`config.mk`:
```
export PLATFORM = sky130hd
export DESIGN_NAME = matmult_seq
export DESIGN_NICKNAME = d
export VERILOG_FILES = /design/src/rtl/matmult_seq.sv
export SDC_FILE = /design/constraint.sdc
export NUM_CORES = 2
export LEC_CHECK = 0
export CORE_ASPECT_RATIO = 2
export CORE_MARGIN = 1
export CORE_UTILIZATION = 45
export CTS_CLUSTER_SIZE = 20
export DETAILED_ROUTE_END_ITERATION = 6
export PLACE_DENSITY_LB_ADDON = 0.1
export REMOVE_ABC_BUFFERS = 1
export SLEW_MARGIN = 20
export SYNTH_ARGS = -nofsm -noshare
export SYNTH_HDL_FRONTEND = slang
export SYNTH_SLANG_ARGS = --single-unit
```
`constraint.sdc`:
```
create_clock -name clk -period 16.45 [get_ports clk]
set_input_delay 4.935 -clock clk [delete_from_list [all_inputs] [get_ports clk]]
set_output_delay 4.935 -clock clk [all_outputs]
set_load 0.01 [all_outputs]
```
`src/rtl/matmult_seq.sv`:
```
// Time-multiplexed NxN matrix multiplier (C = A*B or C += A*B) built around one MAC.
// Operand pairs stream in row-major order; C elements stream out row-major.
module matmult_seq #(
  parameter int N      = 3,
  parameter int DW     = 32,
  parameter int OW     = 32,
  parameter bit SIGNED = 1'b0
) (
  input  logic          clk,
  input  logic          rst,
  input  logic          in_valid,
  output logic          in_ready,
  input  logic [DW-1:0] in_a,
  input  logic [DW-1:0] in_b,
  input  logic          in_accum,
  output logic          out_valid,
  input  logic          out_ready,
  output logic [OW-1:0] out_c,
  output logic          out_last,
  output logic          busy
);

  localparam int NN = N * N;
  localparam int IW = (N > 1) ? $clog2(N) : 1;
  localparam int MW = (NN > 1) ? $clog2(NN) : 1;

  typedef enum logic [1:0] {LOAD, COMP, OUT} state_t;

  state_t        state;
  logic [DW-1:0] a_mem [NN];
  logic [DW-1:0] b_mem [NN];
  logic [OW-1:0] c_mem [NN];
  logic [OW-1:0] acc;
  logic [MW-1:0] ld_idx;
  logic [MW-1:0] out_idx;
  logic [IW-1:0] ci, cj, ck;
  logic          mode;

  logic [MW-1:0] a_idx, b_idx, c_idx;
  logic [OW-1:0] prod, seed, sum;
  logic          k_last, j_last, i_last, ld_last, out_end;

  function automatic logic [OW-1:0] ext(input logic [DW-1:0] x);
    if (SIGNED) return OW'($signed(x));
    else        return OW'(x);
  endfunction

  // Single MAC datapath: acc is reseeded on the first k of every (i,j) dot product.
  always_comb begin
    a_idx   = MW'(int'(ci) * N + int'(ck));
    b_idx   = MW'(int'(ck) * N + int'(cj));
    c_idx   = MW'(int'(ci) * N + int'(cj));
    prod    = ext(a_mem[a_idx]) * ext(b_mem[b_idx]);
    seed    = mode ? c_mem[c_idx] : '0;
    sum     = ((ck == '0) ? seed : acc) + prod;
    k_last  = (ck == IW'(N - 1));
    j_last  = (cj == IW'(N - 1));
    i_last  = (ci == IW'(N - 1));
    ld_last = (ld_idx == MW'(NN - 1));
    out_end = (out_idx == MW'(NN - 1));
  end

  // Operand storage needs no reset; stale contents are always overwritten by a full load.
  always_ff @(posedge clk) begin
    if (state == LOAD && in_valid && in_ready) begin
      a_mem[ld_idx] <= in_a;
      b_mem[ld_idx] <= in_b;
    end
  end

  always_ff @(posedge clk) begin
    if (rst) begin
      state     <= LOAD;
      in_ready  <= 1'b1;
      out_valid <= 1'b0;
      out_c     <= '0;
      out_last  <= 1'b0;
      busy      <= 1'b0;
      ld_idx    <= '0;
      out_idx   <= '0;
      ci        <= '0;
      cj        <= '0;
      ck        <= '0;
      acc       <= '0;
      mode      <= 1'b0;
      for (int unsigned x = 0; x < NN; x++) c_mem[x] <= '0;
    end else begin
      case (state)
        LOAD: begin
          if (in_valid) begin
            if (ld_idx == '0) mode <= in_accum;
            if (ld_last) begin
              ld_idx   <= '0;
              state    <= COMP;
              in_ready <= 1'b0;
              busy     <= 1'b1;
            end else begin
              ld_idx <= ld_idx + 1'b1;
            end
          end
        end

        COMP: begin
          acc <= sum;
          if (k_last) begin
            c_mem[c_idx] <= sum;
            ck           <= '0;
            if (j_last) begin
              cj <= '0;
              ci <= i_last ? '0 : ci + 1'b1;
            end else begin
              cj <= cj + 1'b1;
            end
          end else begin
            ck <= ck + 1'b1;
          end
          // C[0][0] was finalised long before the last step, so it can be presented now.
          if (k_last && j_last && i_last) begin
            state     <= OUT;
            out_valid <= 1'b1;
            out_idx   <= '0;
            out_c     <= c_mem[0];
            out_last  <= 1'b0;
          end
        end

        OUT: begin
          if (out_ready) begin
            if (out_end) begin
              state     <= LOAD;
              out_valid <= 1'b0;
              out_last  <= 1'b0;
              out_c     <= '0;
              out_idx   <= '0;
              in_ready  <= 1'b1;
              busy      <= 1'b0;
            end else begin
              out_idx  <= out_idx + 1'b1;
              out_c    <= c_mem[out_idx + 1'b1];
              out_last <= ((out_idx + 1'b1) == MW'(NN - 1));
            end
          end
        end

        default: state <= LOAD;
      endcase
    end
  end

endmodule

```
==> reports/results.ini <==
[job]
drv_cap=0

[finish]
mostFrequentLayoutCells=edfxtp_1, nor2_1, inv_1, fa_1, mux4_2
multi_input_area_mm2=0.0302
layout-drive-gt1-share=0.174
layout.nets=5547
seqCellArea_mm2=0.0344
synthToLayoutAreaGrowth_pct=10.8
fin_cells=6896
utilization=0.503
fillCellCount=12970
mostFrequentLayoutCell=edfxtp_1

[sta]
min_period_ns=12.59
timing.setup.tns_ns=0
relSlewSlack=0.220
rsz0062_at_grt=no
tightestPinTransition_ns=1.17
hold_viol_final=0
setup_slack_ns=3.86
max_freq_mhz=79.5
fin_skew_ns=0.0398
finalCritPeriodShare=0.765
finalMaxSlewViolations=0
setup_violations=0

[clock_network]
cts.hold.buffers_added=0
post_cts_buffers=0
cts_sinks=1173
root_buffer=clkbuf_16
cts_tree=built
clock_latency_ns=0.73
cts_buffer_depth=3
cts.htree.levels=3
clk_pin_slew_ns=0.07
post_cts_resized=0
cts_inserted_buffers=105

[die]
die_h_um=550
core-area_mm2=0.149
start_util=0.454
die-area_mm2=0.152
rows=200
io_pins=105
die_w_um=276

[worst_hold_path]
min_to=acc[1]$_SDFFE_PP0N_
holdPathStages=2
hold_start=acc[1]$_SDFFE_PP0N_
hp-class=register to register

[run_status]
status=completed

[drt]
routed_wirelength_um=207000
first_pass_iters=7
wl_per_cell_um=30.1
routed-via-count=40783
drt_iter0_markers=2743
post_drt_via_cell_ratio=5.91
ant_nets=0
drc=0

[critical_path]
ff2ff_path_depth=32
crit_arrival_ns=12.99
regToRegSetupSlack_ns=3.86
cp.required_ns=16.85
crit_path_max_fanout=42
crit_slowest_cell=fa_4
cp-start-kind=register
r2r_end=c_mem[13][25]$_DFFE_PP_
rr_startpoint=ci[0]$_SDFFE_PP0P_
crit_path_end_kind=register
critPathKind=register to register
cp_slowest_stage_delay_ns=1.31

[place]
portBuffers=104
place_inst=6702
place_ws_ns=3.83
hpwl_um=139000
gp_congestion=0.873

[global_routing]
grtUsageTotal=0.282
grt-ovfl-total=0
grt_pass1_wl_um=303000
antenna_found_initial=3
grt_pass1_vias=45044
grt_max_degree=73

[synthesis]
syn_avg_cell_area_um2=13.9
synth_top_area_cell=edfxtp_1
ys.flop_type=edfxtp_1
synth-seq-area-share=0.510
synth_cell_type_count=68
syn-instance-count=4839
synthArstFlopShare=0
yosysWarningCount=0
synth_top_area_frac=0.484
syn_area_mm2=0.0674
yosys-top-cells-area=edfxtp_1, fa_1, mux4_2, nor2_1, inv_1
synth_edf_count=1088
synth-seq-cells=1173

-- registers in the layout, summed over array words and instances, names as in the netlist --
signal / flops
out_last: 1
in_ready: 1
mode: 1
ci: 2
a_mem: 288
busy: 1
acc: 32
out_c: 32
out_idx: 4
ld_idx: 4
ck: 2
state: 2
c_mem: 512
b_mem: 288
out_valid: 1
cj: 2
-- critical path, delay by kind of cell (launching register included) --
family                   cells  cell delay (ns)
XOR/XNOR                     1             0.71
multiplexers                 3             1.46
AO/OA/AOI/OAI                7             1.98
flip-flops                   1             0.52
adder cells (fa/ha/maj)     11             5.67
buffers and inverters        8             1.22
AND/OR/NAND/NOR              2             0.60
-- area by class of cell --
| cell class | instances | area share |
|---|---|---|
| clock buffers | 128 | 0.0374 |
| clock inverters | 65 | 0.00963 |
| well taps | 1919 | 0.0321 |
| repair buffers | 246 | 0.0287 |
| diodes | 1 | 0.0000335 |
| inverters | 559 | 0.0281 |
| flip-flops and latches | 1173 | 0.460 |
| multi-input cells | 2805 | 0.404 |
-- per-layer routing --
| layer | wire [um] | GRT usage | part of all wire |
|---|---|---|---|
| met1 | 67800 | 0.291 | 0.33 |
| met2 | 116000 | 0.538 | 0.56 |
| met3 | 10000 | 0.0323 | 0.048 |
| met4 | 13800 | 0.160 | 0.066 |
| met5 | 13 | 0 | 0.000063 |
-- per-stage QoR --
step                      hold slack [ns]  cell area (um2)
after floorplan                     0.430            66100
after global placement              0.439            71200
after detailed placement            0.446            71200
after CTS                           0.456            74700
after global routing                0.476            74700
final                               0.455            74700
-- cell families (layout without fill, tap and decap cells) --
family / Yosys count / after routing / share of synthesized area
XOR/XNOR: 96 / 96 / 0.0132
AO/OA/AOI/OAI: 359 / 359 / 0.0345
buffers and inverters: 861 / 998 / 0.0504
multiplexers: 540 / 540 / 0.153
AND/OR/NAND/NOR: 1222 / 1222 / 0.0809
other: 0 / 1 / 0
flip-flops: 1173 / 1173 / 0.510
adder cells (fa/ha/maj): 588 / 588 / 0.158
-- worst max-delay path by stage --
stage                  startpoint                       to  slack [ns]  cells past startpoint
2_1_floorplan  ci[0]$_SDFFE_PP0P_  c_mem[10][31]$_DFFE_PP_        2.80                     30
3_3_place_gp   ci[0]$_SDFFE_PP0P_  c_mem[13][25]$_DFFE_PP_        3.90                     32
3_5_place_dp   ci[0]$_SDFFE_PP0P_  c_mem[13][25]$_DFFE_PP_        3.83                     32
4_1_cts        ci[0]$_SDFFE_PP0P_  c_mem[14][25]$_DFFE_PP_        3.80                     32
5_1_grt        ci[0]$_SDFFE_PP0P_  c_mem[14][25]$_DFFE_PP_        3.28                     32
6_report       ci[0]$_SDFFE_PP0P_  c_mem[13][25]$_DFFE_PP_        3.86                     32
-- synthesized netlist by cell type, drive strengths merged (3+ instances only) --
cell type     n
xor2         28
nand3        13
a31oi        10
a211o         3
mux2i       133
nor2        709
o21a          4
nand3b        5
mux2         23
o22a          9
o31ai         4
and2         76
o22ai         7
o211ai        3
clkbuf      213
xnor3         3
inv         559
nor3b         4
and3         17
buf          89
o21ai        64
o21bai        8
a221oi       33
o2111ai       6
a211oi       61
edfxtp     1088
or2          71
nand2b       89
dfxtp        85
fa          442
nor2b        10
xnor2        65
ha          146
nand4         3
nand2       144
nor3         70
a21oi       112
a21o         25
mux4        384
Power is not shown: default switching activity piles up to over one toggle a cycle in this logic, so the estimate is an artifact.
